===== src/rtl/input_debouncer.sv =====
// Two-channel switch debouncer: 2-flop sync, stability counter, 4-state FSM.
// Ports: clk, rst, A_raw/B_raw in; A/B levels, A_rise/B_rise pulses out.
// Macro INPUT_DEBOUNCER_RISE_PULSE_EN enables the rise pulses (else tied 0).
// Params: STABLE_COUNT (samples to qualify), CNT_WIDTH (counter width).

module input_debouncer_chan #(
  parameter int unsigned STABLE_COUNT = 1000000,
  parameter int unsigned CNT_WIDTH    = 20
) (
  input  logic clk,
  input  logic rst,
  input  logic raw_i,
  output logic lvl_o,
  output logic rise_o
);

  typedef enum logic [1:0] {
    IDLE_LOW,
    WAIT_HIGH,
    IDLE_HIGH,
    WAIT_LOW
  } state_e;

  localparam logic [CNT_WIDTH-1:0] LAST =
    CNT_WIDTH'(STABLE_COUNT - 1);
  localparam logic [CNT_WIDTH-1:0] ONE =
    CNT_WIDTH'(1);

  logic                 s1_q;
  logic                 s2_q;
  state_e               state_q;
  state_e               state_d;
  logic [CNT_WIDTH-1:0] cnt_q;
  logic [CNT_WIDTH-1:0] cnt_d;
  logic                 out_q;
  logic                 out_d;

  always_ff @(posedge clk) begin
    if (rst) begin
      s1_q    <= 1'b0;
      s2_q    <= 1'b0;
      state_q <= IDLE_LOW;
      cnt_q   <= '0;
      out_q   <= 1'b0;
    end else begin
      s1_q    <= raw_i;
      s2_q    <= s1_q;
      state_q <= state_d;
      cnt_q   <= cnt_d;
      out_q   <= out_d;
    end
  end

  // Counter defaults to 0 so it is always 0 in the IDLE states.
  always_comb begin
    state_d = state_q;
    cnt_d   = '0;
    out_d   = out_q;
    unique case (state_q)
      IDLE_LOW: begin
        if (s2_q) begin
          state_d = WAIT_HIGH;
          cnt_d   = ONE;
        end
      end
      WAIT_HIGH: begin
        if (!s2_q) begin
          state_d = IDLE_LOW;
        end else if (cnt_q == LAST) begin
          state_d = IDLE_HIGH;
          out_d   = 1'b1;
        end else begin
          cnt_d = cnt_q + ONE;
        end
      end
      IDLE_HIGH: begin
        if (!s2_q) begin
          state_d = WAIT_LOW;
          cnt_d   = ONE;
        end
      end
      WAIT_LOW: begin
        if (s2_q) begin
          state_d = IDLE_HIGH;
        end else if (cnt_q == LAST) begin
          state_d = IDLE_LOW;
          out_d   = 1'b0;
        end else begin
          cnt_d = cnt_q + ONE;
        end
      end
      default: begin
        state_d = IDLE_LOW;
      end
    endcase
  end

  assign lvl_o = out_q;

`ifdef INPUT_DEBOUNCER_RISE_PULSE_EN
  logic rise_q;

  // Pulse in the cycle after the output register goes 0->1.
  always_ff @(posedge clk) begin
    if (rst) begin
      rise_q <= 1'b0;
    end else begin
      rise_q <= out_d & ~out_q;
    end
  end

  assign rise_o = rise_q;
`else
  assign rise_o = 1'b0;
`endif

endmodule

module input_debouncer #(
  parameter int unsigned STABLE_COUNT = 1000000,
  parameter int unsigned CNT_WIDTH    = 20
) (
  input  logic clk,
  input  logic rst,
  input  logic A_raw,
  input  logic B_raw,
  output logic A,
  output logic B,
  output logic A_rise,
  output logic B_rise
);

  input_debouncer_chan #(
    .STABLE_COUNT(STABLE_COUNT),
    .CNT_WIDTH   (CNT_WIDTH)
  ) u_chan_a (
    .clk   (clk),
    .rst   (rst),
    .raw_i (A_raw),
    .lvl_o (A),
    .rise_o(A_rise)
  );

  input_debouncer_chan #(
    .STABLE_COUNT(STABLE_COUNT),
    .CNT_WIDTH   (CNT_WIDTH)
  ) u_chan_b (
    .clk   (clk),
    .rst   (rst),
    .raw_i (B_raw),
    .lvl_o (B),
    .rise_o(B_rise)
  );

endmodule

===== config.mk =====
export PLATFORM = sky130hd
export DESIGN_NAME = input_debouncer
export DESIGN_NICKNAME = d
export VERILOG_FILES = /design/src/rtl/input_debouncer.sv
export SDC_FILE = /design/constraint.sdc
export NUM_CORES = 1
export LEC_CHECK = 0
export ABC_AREA = 1
export ABC_CLOCK_PERIOD_IN_PS = 3300
export CAP_MARGIN = 20
export CELL_PAD_IN_SITES_DETAIL_PLACEMENT = 0
export CELL_PAD_IN_SITES_GLOBAL_PLACEMENT = 1
export CORE_MARGIN = 2
export CORE_UTILIZATION = 42
export CTS_CLUSTER_DIAMETER = 80
export CTS_CLUSTER_SIZE = 24
export DETAILED_ROUTE_END_ITERATION = 10
export GPL_TIMING_DRIVEN = 1
export PLACE_DENSITY_LB_ADDON = 0.25
export SYNTH_ARGS = -nofsm -noshare
export SYNTH_HDL_FRONTEND = slang
export SYNTH_SLANG_ARGS = --single-unit

===== constraint.sdc =====
create_clock -name clk -period 3.3 [get_ports clk]
set_input_delay 0.66 -clock clk [delete_from_list [all_inputs] [get_ports clk]]
set_output_delay 0.66 -clock clk [all_outputs]
set_load 0.005 [all_outputs]

==> results of run 1 <==
synthesized netlist by cell type:
master    number
a21boi_0       1
a21oi_1        9
and3_1         1
buf_4          3
buf_6          2
conb_1         1
dfxtp_1       50
ha_1           2
inv_1         51
inv_2          2
inv_4          1
nand2_1       86
nand2_2        2
nand3_1       25
nand3_2        3
nand3b_1       2
nand4_1        8
nor2_1        75
nor2_2         5
nor2_4         4
nor3_1         4
nor3_2         4
nor3_4         2
nor3b_2        1
nor4_1         1
o21ai_0        6
o21ai_1        1
o21bai_1       1
xnor2_1        4
xor2_1        12
state kept, by name, summed over array words and instances (netlist names), named ones only:
register / flops
u_chan_b.s1_q: 1
u_chan_a.s1_q: 1
u_chan_b.lvl_o: 1
u_chan_a.s2_q: 1
u_chan_a.lvl_o: 1
u_chan_b.state_q: 1
u_chan_b.s2_q: 1
u_chan_a.cnt_q: 20
u_chan_b.cnt_q: 20
u_chan_a.state_q: 1
stage by stage:
stage	util [%]	area [um^2]
after global routing	46.6	2740
after CTS	46.6	2740
after detailed placement	45.0	2650
after global placement	45.0	2650
after floorplan	-	2550
final	46.6	2740
per-layer routing:
| metal | share of wire [%] | routed length, um | up-vias |
|---|---|---|---|
| met1 | 50 | 2380 | 928 |
| li1 | - | - | 1154 |
| met3 | 1.5 | 71 | 6 |
| met2 | 48 | 2280 | 12 |
| met5 | 0 | 0 | - |
| met4 | 1.3 | 63 | 0 |
cell type report:
type	instances	area share, %
multi-input cells	261	47.3
flip-flops and latches	50	36.5
clock inverters	2	0.456
clock buffers	6	3.01
well taps	75	3.42
inverters	54	7.48
repair buffers	5	1.82
power by group:
part | internal [mW] | switching [mW]
clock network | 0.169 | 0.203
logic | 0.00620 | 0.00742
registers | 0.606 | 0.00213
total | 0.781 | 0.213
worst paths after layout:
kind                        end              start  cells after the start  slack [ns]
max                           A     u_chan_a.lvl_o                      1        1.50
min               u_chan_a.s2_q      u_chan_a.s1_q                      2        0.41
max reg2reg  u_chan_b.cnt_q[13]  u_chan_b.cnt_q[0]                      8        1.60
min reg2reg       u_chan_a.s2_q      u_chan_a.s1_q                      2        0.41
logic make-up after synthesis:
kind of cell / Yosys count
and+or+nand+nor: 223
xor gates and xnor gates: 16
DFF: 50
other: 1
adders and majority gates: 2
AOI/OAI and AO/OA: 18
buffers and inverters: 59
==> results.cfg, run 1 <==
[run_status]
status = complete, no violations

[critical_path]
endpoint_kind = primary output
critPathArrivalTime_ns = 1.14
crit_type = reg -> out
crit_path_max_fanout = 2
critical_path.startpoint_type = flip-flop
critical_path_buf_inv_count = 1
path_cells = clkdlybuf4s50_1
cpPeakStageDelay_ns = 0.50
cpLargestDelayFamily = buffers and inverters
slowest_stage = clkdlybuf4s50_1
worstPathRequired_ns = 2.64

[placement]
hpwl_mm = 3.71
place_ws_ns = 1.25
globalplace.congestion = 0.807
port-buffer-count = 5
placed_cells_incl_taps = 445

[layout]
layout-drive-gt1-share_pct = 8.47
multi_input_comb_area_um2 = 1300
diodes = 0
final_common_cell = nand2_1
stdcell_count = 453
area_growth_pct = 7.76
final_nets = 383
final_cell_mix = nand2_1, nor2_1, inv_1
fillers = 637
regArea_um2 = 1000

[timing]
finalWorstSetupSlack_ns = 1.50
fmax_mhz = 555
rsz0062_at_grt = no
fin_hold_ws_ns = 0.415
min_period_ns = 1.80
slew_violations = 0
hold_viol = 0
finalSetupViolations = 0
finalCritPeriodShare_pct = 54.6
skew_ns = 0.00704
tns_ns = 0

[clocking]
cts_sinks = 50
postCtsSetupRepairBufs = 0
cts.clk_slew.worst_paths_ns = 0.09
cts-resized-gates = 0
cts_hold_buf = 0
clockRootBuffer = clkbuf_8
cts-htree-levels = 2
cts_tree = built
clockBufferDepth = 2
clkLatencyLatePin_ns = 0.30
numCtsBuffers = 5

[min_path]
hold_path.class = reg -> reg

[global_route]
grt_busiest_layer = met2
antenna_found_initial = 0
overflow = 0
grt_pass1_wl_mm = 8.56
grt_pass1_vias = 1999
grt_start_max_net_pins = 16
use_met1_pct = 19.6
grt_usage_pct = 16.4
use_met2_pct = 29.3
grt_use_met3_pct = 3.30

[pwr]
p_total_uw = 994
ir_worst_vdd_mv = 0.179
powerDensity_nw_per_um2 = 362
power.leakage_nw = 0.991

[logic_synthesis]
synth.largest_area_cell = dfxtp_1
synthSimpleGateAreaFrac_pct = 40.5
synth_top_area_share_pct = 39.3
synth_top_family_by_area = simple AND/OR/NAND/NOR gates
ys_seq_area_share_pct = 39.3
syn_inst = 369
synth_fa_ha_area_share_pct = 0.983
synthXorXnorAreaFrac_pct = 5.50
synth_compound_area_share_pct = 3.73
muxShareOfSynthArea_pct = 0
ys_types = 30
synth.area.top_cells = dfxtp_1, nand2_1, nor2_1
syn_area_um2 = 2550
yosys_register_bits = 50
synth.yosys.warnings = 0
avgSynthCellArea_um2 = 6.90

[floorplan]
start_util_pct = 43.3
die_w_um = 81.9
die_y_um = 81.9
fp.coreArea_um2 = 5890
num_rows = 28
ioPinCount = 8
dieArea_um2 = 6700

[routing]
post_drt_wl_per_cell_um = 10.6
drc = 0
vias = 2100
drtIter0Drc = 61
firstDrtPassIters = 4
wl_mm = 4.79
antenna_left = 0
vias_per_cell = 4.64

[flow_run]
maxCapViolCount = 0
(Power assumes the default switching activity.)
==> run 2: changes to the inputs <==
- ABC_CLOCK_PERIOD_IN_PS: 3300 -> 1700
- clock period: 3.3 -> 1.7 ns (I/O delays scaled with it)
==> run 2 against run 1 <==
Critical path depth increased by 6. Clock-buffer cell count decreased by 1. Via count increased by 1.5%. Die area unchanged. Final cell count increased by 1.1%. Power increased by 110%. Sequential share of layout area decreased by 0.89 points. Register-to-register slack got worse by 1.4 ns. Core utilization increased by 1.2 points. Combinational power increased by 110%. Flip-flop and latch count unchanged. Critical path type is now reg -> reg. Largest power group unchanged. Highest routed layer unchanged.
==> results.cfg, run 2 (same netlist as run 1, synthesis figures left out) <==
[run_status]
status = complete, no violations

[layout]
fillers = 618
final_cell_mix = nand2_1, nor2_1, inv_1
regArea_um2 = 1000
reg_top3 = u_chan_a.cnt_q (20), u_chan_b.cnt_q (20)
multi_input_comb_area_um2 = 1310
final_common_cell = nand2_1
area_growth_pct = 10.5
diodes = 0
final_nets = 389
layout-drive-gt1-share_pct = 9.92

[routing]
antenna_left = 0
drtIter0Drc = 65
firstDrtPassIters = 4
drc = 0
wl_mm = 4.78
vias = 2132
post_drt_wl_per_cell_um = 10.4
vias_per_cell = 4.66

[placement]
hpwl_mm = 3.70
port-buffer-count = 5
globalplace.congestion = 0.793
place_ws_ns = 0.128

[global_route]
grt_pass1_vias = 1861
overflow = 0
grt_busiest_layer = met2
grt_usage_pct = 15.3
use_met1_pct = 20.1
use_met2_pct = 25.5
grt_pass1_wl_mm = 8.03
grt_start_max_net_pins = 16
antenna_found_initial = 0
grt_use_met3_pct = 2.97

[floorplan]
fp.coreArea_um2 = 5890
num_rows = 28
start_util_pct = 43.3
die_w_um = 81.9
ioPinCount = 8
die_y_um = 81.9
dieArea_um2 = 6700

[timing]
skew_ns = 0.0111
slew_violations = 0
finalWorstSetupSlack_ns = 0.182
finalSetupViolations = 0
rsz0062_at_grt = no
tns_ns = 0
fmax_mhz = 659
fin_hold_ws_ns = 0.418
hold_viol = 0
min_period_ns = 1.52
finalCritPeriodShare_pct = 89.3

[pwr]
ir_worst_vdd_mv = 0.360
power.leakage_nw = 1.03
powerDensity_nw_per_um2 = 725
p_total_mw = 2.04

[clocking]
cts-htree-levels = 2
cts_sinks = 50
cts.clk_slew.worst_paths_ns = 0.09
cts_tree = built
numCtsBuffers = 5
clkLatencyLatePin_ns = 0.31
clockRootBuffer = clkbuf_8
postCtsSetupRepairBufs = 0
clockBufferDepth = 2

[min_path]
hold_depth = 2
hold_path.class = reg -> reg

[flow_run]
maxCapViolCount = 0

[critical_path]
endpoint_kind = flip-flop
crit_path_max_fanout = 7
critical_path.startpoint_type = flip-flop
r2r_cells = 7
critPathArrivalTime_ns = 1.71
worstPathRequired_ns = 1.89
crit_type = reg -> reg
[run 2: report_power, final]
part           internal [mW]  leakage (nW)  total [mW]  switching [mW]
combinational         0.0137         0.573      0.0286          0.0149
clock                  0.433        0.0542       0.829           0.396
sequential              1.18         0.404        1.18         0.00414
total                   1.62          1.03        2.04           0.415
[run 2: what timing repair did]
action | in CTS | in global routing
hold endpoints to repair | 0 | 0
gates resized for setup | 0 | 2
setup endpoints to repair | 0 | 1
hold buffers | 0 | 0
[run 2: worst max-delay path: stages (launching register included)]
cell	delay (ns)
dfxtp_1	0.36
ha_1	0.21
nand3_2	0.15
nor3_4	0.22
nand2_1	0.10
nand2_2	0.14
buf_4	0.18
nor2_1	0.05
[run 2: final timing paths]
path	from	end	slack (ns)
setup reg to reg	u_chan_b.cnt_q[0]	u_chan_b.cnt_q[9]	0.18
hold reg to reg	u_chan_a.s1_q	u_chan_a.s2_q	0.42
hold / removal	u_chan_a.s1_q	u_chan_a.s2_q	0.42
setup / recovery	u_chan_b.cnt_q[0]	u_chan_b.cnt_q[9]	0.18
[run 2: routing by layer]
layer  wire (um)  part of all wire, %
met1        2370                   50
met2        2280                   48
met3          74                  1.5
met4          51                  1.1
met5           0                    0
[run 2: through the flow]
stage,cell area [um^2],utilization [%],std cells
floorplan,2550,-,370
global placement,2690,45.8,451
detailed placement,2690,45.8,451
CTS,2800,47.6,458
global route,2810,47.8,458
finish,2810,47.8,458
[run 2: cell type report]
cell class	instances	share of cell area (%)
sequential	50	35.6
multi-input combinational	261	46.6
clock inverter	2	1.38
tap	75	3.34
clock buffer	5	2.45
inverter	54	7.30
timing repair buffer	11	3.38
==> variant 1 (flow settings as in run 2) <==
The option `INPUT_DEBOUNCER_RISE_PULSE_EN` is turned on by a define.
--- a/src/rtl/input_debouncer.sv
+++ b/src/rtl/input_debouncer.sv
@@ -3,4 +3,6 @@
 // Macro INPUT_DEBOUNCER_RISE_PULSE_EN enables the rise pulses (else tied 0).
 // Params: STABLE_COUNT (samples to qualify), CNT_WIDTH (counter width).
+
+`define INPUT_DEBOUNCER_RISE_PULSE_EN
 
 module input_debouncer_chan #(
Formal check against the unedited RTL: no difference found for any inputs over 10 cycles, from zero or initial values and one cycle with rst high; that may be too few to reach the edited logic, so the function may still have changed.
==> variant 1 against run 2 <==
Routed wire length increased by 12%. Area after synthesis is 0.25% higher. Design area rose by 5.7%. Sequential cell count is 2 higher. Core utilization grew 2.7 points. Sequential share of layout area decreased by 0.50 points. Setup slack got worse by 0.10 ns. Total power is 3.8% higher. Critical endpoint unchanged. Largest cell class unchanged. Largest power group unchanged.
==> variant 1: results (changes against run 2) <==
| Metric | Value |
|---|---|
| Total global-route track usage | `0.168 (+0.0145)` |
| Top cells by area, synth | `dfxtp_1, nor2_1, nand2_1, inv_1, nor3_1` |
| HP Class | `register to register` |
| Critical Path Fanout Max | `8 (+1)` |
| Deepest clock path buffer count | `2 (unchanged)` |
| Antenna cells | `0 (unchanged)` |
| Commonest cells post-synth | `nor2_1, nand2_1, dfxtp_1` |
| Skew final | `0.0101 ns (-0.000959 ns)` |
| Post-Layout Cell Count | `461 (+0.66%)` |
| Syn Nets | `~370` |
| Number of global-route vias before repair | `2037 (+9.5%)` |
| Dpl hpwl | `3920 um (+5.9%)` |
| Placed cell count | `449 (-0.44%)` |
| Sw frac | `0.207 (+0.00405)` |
| Number of H-tree levels | `2 (unchanged)` |
| First-pass GRT wire length | `8710 um (+8.4%)` |
| Drt total wl | `5330 um (+12%)` |
| Routed vias/inst | `4.84 (+3.9%)` |
| GP Congestion | `0.821 (+3.6%)` |
| Synthesis Warnings | `0 (unchanged)` |
| Post-synthesis cell type count | `29 (-3.3%)` |
| VDD IR max | `0.375 mV (+4.0%)` |
| Root buffer cell | `clkbuf_8` |
| Register clock-pin slew on the reported worst setup and hold paths | `0.10 ns` |
| Largest net degree at the start of global routing | `20 (+4)` |
| Status | `finished, final reports clean` |
| CTS Buf Count | `5 (unchanged)` |
| DR iter-0 viols | `76 (+17%)` |
| Layout cell share with drive strength beyond 1 | `0.127 (+0.0277)` |
| Synth async-reset ratio | `0 (unchanged)` |
| Antenna violations before repair | `0 (unchanged)` |
| Placed Area | `0.00277 mm2 (+2.8%)` |
| Port bufs | `7 (+2)` |
| Fillers | `607 (-1.8%)` |
| Leakage | `1.03 nW (-0.16%)` |
| First-pass iteration count of the detailed router | `4 (unchanged)` |
| Worst skew pair latency | `0.31 ns (about the same)` |
| Mapped Cells | `360 (-2.4%)` |
| Worst-Margin Slew | `0.354 ns` |
| Seq/Total Area, Yosys | `0.408 (+0.0147)` |
| Nets@finish | `391 (+0.51%)` |
| Top Registers | `u_chan_a.cnt_q x20, u_chan_b.cnt_q x20` |
==> variant 1: final cells by class <==
cell class,instances,area (um2),share of cell area
well taps,75,93.8,0.0316
flip-flops and latches,52,1040,0.351
clock buffers,5,68.8,0.0231
inverters,52,195,0.0656
repair buffers,20,180,0.0606
clock inverters,3,42.5,0.0143
multi-input cells,254,1350,0.454
==> variant 1: path summary, 6_finish.rpt <==
kind	startpoint	endpoint	cells after the start	slack (ns)
max	u_chan_b.cnt_q[0]	u_chan_b.cnt_q[9]	8	0.08
min	u_chan_b.s1_q	u_chan_b.s2_q	2	0.41
max reg2reg	u_chan_b.cnt_q[0]	u_chan_b.cnt_q[9]	8	0.08
min reg2reg	u_chan_b.s1_q	u_chan_b.s2_q	2	0.41
==> variant 1: cells by family after synthesis <==
| kind of cell | after synthesis | synth area share |
|---|---|---|
| AND/OR/NAND/NOR | 213 | 0.391 |
| adder cells (fa/ha/maj) | 2 | 0.00980 |
| XOR/XNOR | 16 | 0.0549 |
| buffers and inverters | 55 | 0.0897 |
| flip-flops | 52 | 0.408 |
| AO/OA/AOI/OAI | 22 | 0.0466 |
==> variant 1: worst max-delay path, stage by stage (launching register included) <==
cell and delay (ns):
dfxtp_2 0.38, ha_4 0.15, nand2_2 0.08, nor2_4 0.20, inv_2 0.08, nor3_4 0.22
nand3_4 0.19, nand2_8 0.16, nor3b_1 0.06
==> variant 1: power groups by stage <==
stage / clock network (mW) / registers (mW) / logic [mW]
after detailed placement: 0 / 1.26 / 0.0329
after floorplan: 0 / 1.26 / 0.0183
after global routing: 0.925 / 1.23 / 0.0392
after CTS: 0.883 / 1.23 / 0.0331
after global placement: 0 / 1.26 / 0.0330
final: 0.854 / 1.23 / 0.0335
==> variant 1: per-layer routing <==
layer,vias to the layer above,GRT usage,wire length [um]
met4,0,0.0567,62
li1,1193,-,-
met1,1000,0.220,2650
met5,-,0,0
met3,7,0.0418,192
met2,30,0.268,2420
==> variant 1: timing repair <==
| action | in CTS | in global routing |
|---|---|---|
| resized for setup | 1 | 11 |
| gates cloned | 0 | 1 |
| setup buffers | 0 | 3 |
| pin swaps | 0 | 2 |
| endpoints found under the hold margin | 0 | 0 |
| setup endpoints to repair | 1 | 23 |
==> variant 1: per-stage QoR <==
| stage | TNS (ns) | worst slack (ns) | utilization |
|---|---|---|---|
| 2_1_floorplan | 0 | 0.176 | - |
| 3_3_place_gp | 0 | 0.0134 | 0.471 |
| 3_5_place_dp | -0.206 | -0.0590 | 0.471 |
| 4_1_cts | 0 | 0.00641 | 0.491 |
| 5_1_grt | -0.0133 | -0.00899 | 0.505 |
| 6_report | 0 | 0.0768 | 0.505 |
==> variant 2 (flow settings as in run 2) <==
Without the edit above. Encoding of `state_e`: now one-hot (4 bits for 4 states).
--- a/src/rtl/input_debouncer.sv
+++ b/src/rtl/input_debouncer.sv
@@ -15,9 +15,9 @@
 );
 
-  typedef enum logic [1:0] {
-    IDLE_LOW,
-    WAIT_HIGH,
-    IDLE_HIGH,
-    WAIT_LOW
+  typedef enum logic [3:0] {
+    IDLE_LOW  = 4'b0001,
+    WAIT_HIGH = 4'b0010,
+    IDLE_HIGH = 4'b0100,
+    WAIT_LOW  = 4'b1000
   } state_e;
 
Formal check against the unedited RTL: no difference found for any inputs over 10 cycles, from zero or initial values and one cycle with rst high; not proved beyond that.
==> variant 2 against run 2 <==
First-iteration DRC count rose by 32%. Critical path depth rose by 2. Routed wire length rose by 20%. Sequential cell count rose by 4. Area after synthesis rose by 13%. Hold slack got worse by 0.012 ns. Fmax fell by 3.1%. Final cell count rose by 14%. Setup slack got worse by 0.048 ns. Design area rose by 17%.
Power is not compared: it rests on default switching activity, and its combinational part moved more than twofold at a synthesized area within 25%.
==> variant 2: results (changes against run 2) <==
| Metric | Value |
|---|---|
| Status | `finished, final reports clean` |
| Skew final | `0.00580 ns (-0.00529 ns)` |
| Critical Path Fanout Max | `11 (+4)` |
| Nets@finish | `448 (+15%)` |
| Fillers | `691 (+12%)` |
| Antenna cells | `0 (unchanged)` |
| First-pass GRT wire length | `9920 um (+23%)` |
| Critical path arrival | `1.78 ns (+0.07 ns)` |
| Adder-cell share of the synthesized area | `0.00866 (-0.00117)` |
| Post-synthesis cell type count | `33 (+10%)` |
| DR iter-0 viols | `86 (+32%)` |
| Commonest cells post-synth | `nand2_1, nor2_1, dfxtp_1` |
| Routed vias/inst | `4.77 (+2.5%)` |
| Seq/Total Area, Yosys | `0.374 (-0.0189)` |
| Number of global-route vias before repair | `2290 (+23%)` |
| Place WS | `0.0283 ns (-0.0995 ns)` |
| Complex-gate fraction of the synthesized area | `0.0533 (+0.0159)` |
| Total global-route track usage | `0.162 (+0.00882)` |
| Placed Area | `0.00309 mm2 (+15%)` |
| Deepest clock path buffer count | `2 (unchanged)` |
| Synth async-reset ratio | `0 (unchanged)` |
| Register clock-pin slew on the reported worst setup and hold paths | `about 0.1 ns` |
| GP Congestion | `0.817 (+3.0%)` |
| Largest net degree at the start of global routing | `20 (+4)` |
| Layout cell share with drive strength beyond 1 | `0.133 (+0.0340)` |
| Dpl hpwl | `4310 um (+16%)` |
| Top cells by area, synth | `dfxtp_1, nand2_1, nor2_1, inv_1, nand3_1` |
| Number of H-tree levels | `2 (unchanged)` |
| Post-Synth XOR/XNOR Area | `0.0576 (+0.00256)` |
| Routed WL per cell | `10.9 um (+5.0%)` |
variant 2: cell types whose count changed after synthesis, moves of 2 or more:
cell and change:
o21bai_1 +3, xor2_1 +3, a21oi_1 +2, nand4_1 +3, nor3_4 -2, nor3_1 +9
a31oi_1 +2, nor2_4 +6, nor2_1 +6, buf_6 -2, nand2_1 +7, dfxtp_1 +4
inv_1 -5, nand3_1 +8
variant 2: timing repair:
| item | in CTS | in global routing |
|---|---|---|
| resized for setup | 0 | 5 |
| hold buffers | 0 | 0 |
| setup buffers | 0 | 8 |
| setup endpoints to repair | 0 | 39 |
variant 2: metrics by stage:
step | cells | power [mW] | hold WS, ns
final | 523 | 3.06 | 0.405
after global routing | 523 | 3.27 | 0.413
after CTS | 515 | 3.08 | 0.409
after detailed placement | 507 | 2.21 | 0.394
after global placement | 507 | 2.21 | 0.391
after floorplan | 416 | 2.07 | 0.388
variant 2: worst paths after layout:
path / endpoint / start / cells after the start / slack (ns)
max reg2reg: u_chan_b.cnt_q[2] / u_chan_b.cnt_q[0] / 9 / 0.13
max: u_chan_b.cnt_q[2] / u_chan_b.cnt_q[0] / 9 / 0.13
min reg2reg: u_chan_b.s2_q / u_chan_b.s1_q / 2 / 0.41
min: u_chan_b.s2_q / u_chan_b.s1_q / 2 / 0.41
variant 2: cells by family (layout without fill, tap and decap cells):
logic type | Yosys count | after routing
other cells | 1 | 2
fa+ha+maj | 2 | 2
flops | 54 | 54
compound gates | 26 | 26
xor+xnor | 19 | 19
simple gates | 260 | 260
buf+inv | 53 | 80
variant 2: final cells by class:
type	instances	share of cell area
well taps	80	0.0303
repair buffers	24	0.0697
clock buffers	5	0.0208
inverters	48	0.0553
multi-input cells	309	0.484
clock inverters	3	0.0121
flip-flops and latches	54	0.327
variant 2: power by group:
part | internal (mW) | switching, mW | total [mW]
Clock | 0.434 | 0.427 | 0.861
Sequential | 1.36 | 0.0985 | 1.46
Combinational | 0.291 | 0.446 | 0.737
variant 2: critical path, cell delays in order (launching register included):
cell and delay [ns]:
dfxtp_1 0.36, ha_1 0.20, nand3_2 0.13, nor2_2 0.14, nand3_1 0.15, nand2_4 0.11, inv_4 0.04, nand3_4 0.14
buf_12 0.17, nor2_4 0.03
variant 2: metal layers:
| metal | vias up | part of all wire | wire length [um] | GRT usage |
|---|---|---|---|---|
| met3 | 7 | 0.025 | 145 | 0.0284 |
| met2 | 23 | 0.43 | 2480 | 0.247 |
| met1 | 1096 | 0.53 | 3020 | 0.231 |
| met4 | 0 | 0.014 | 80 | 0.0540 |
| met5 | - | 0 | 0 | 0 |
| li1 | 1369 | - | - | - |
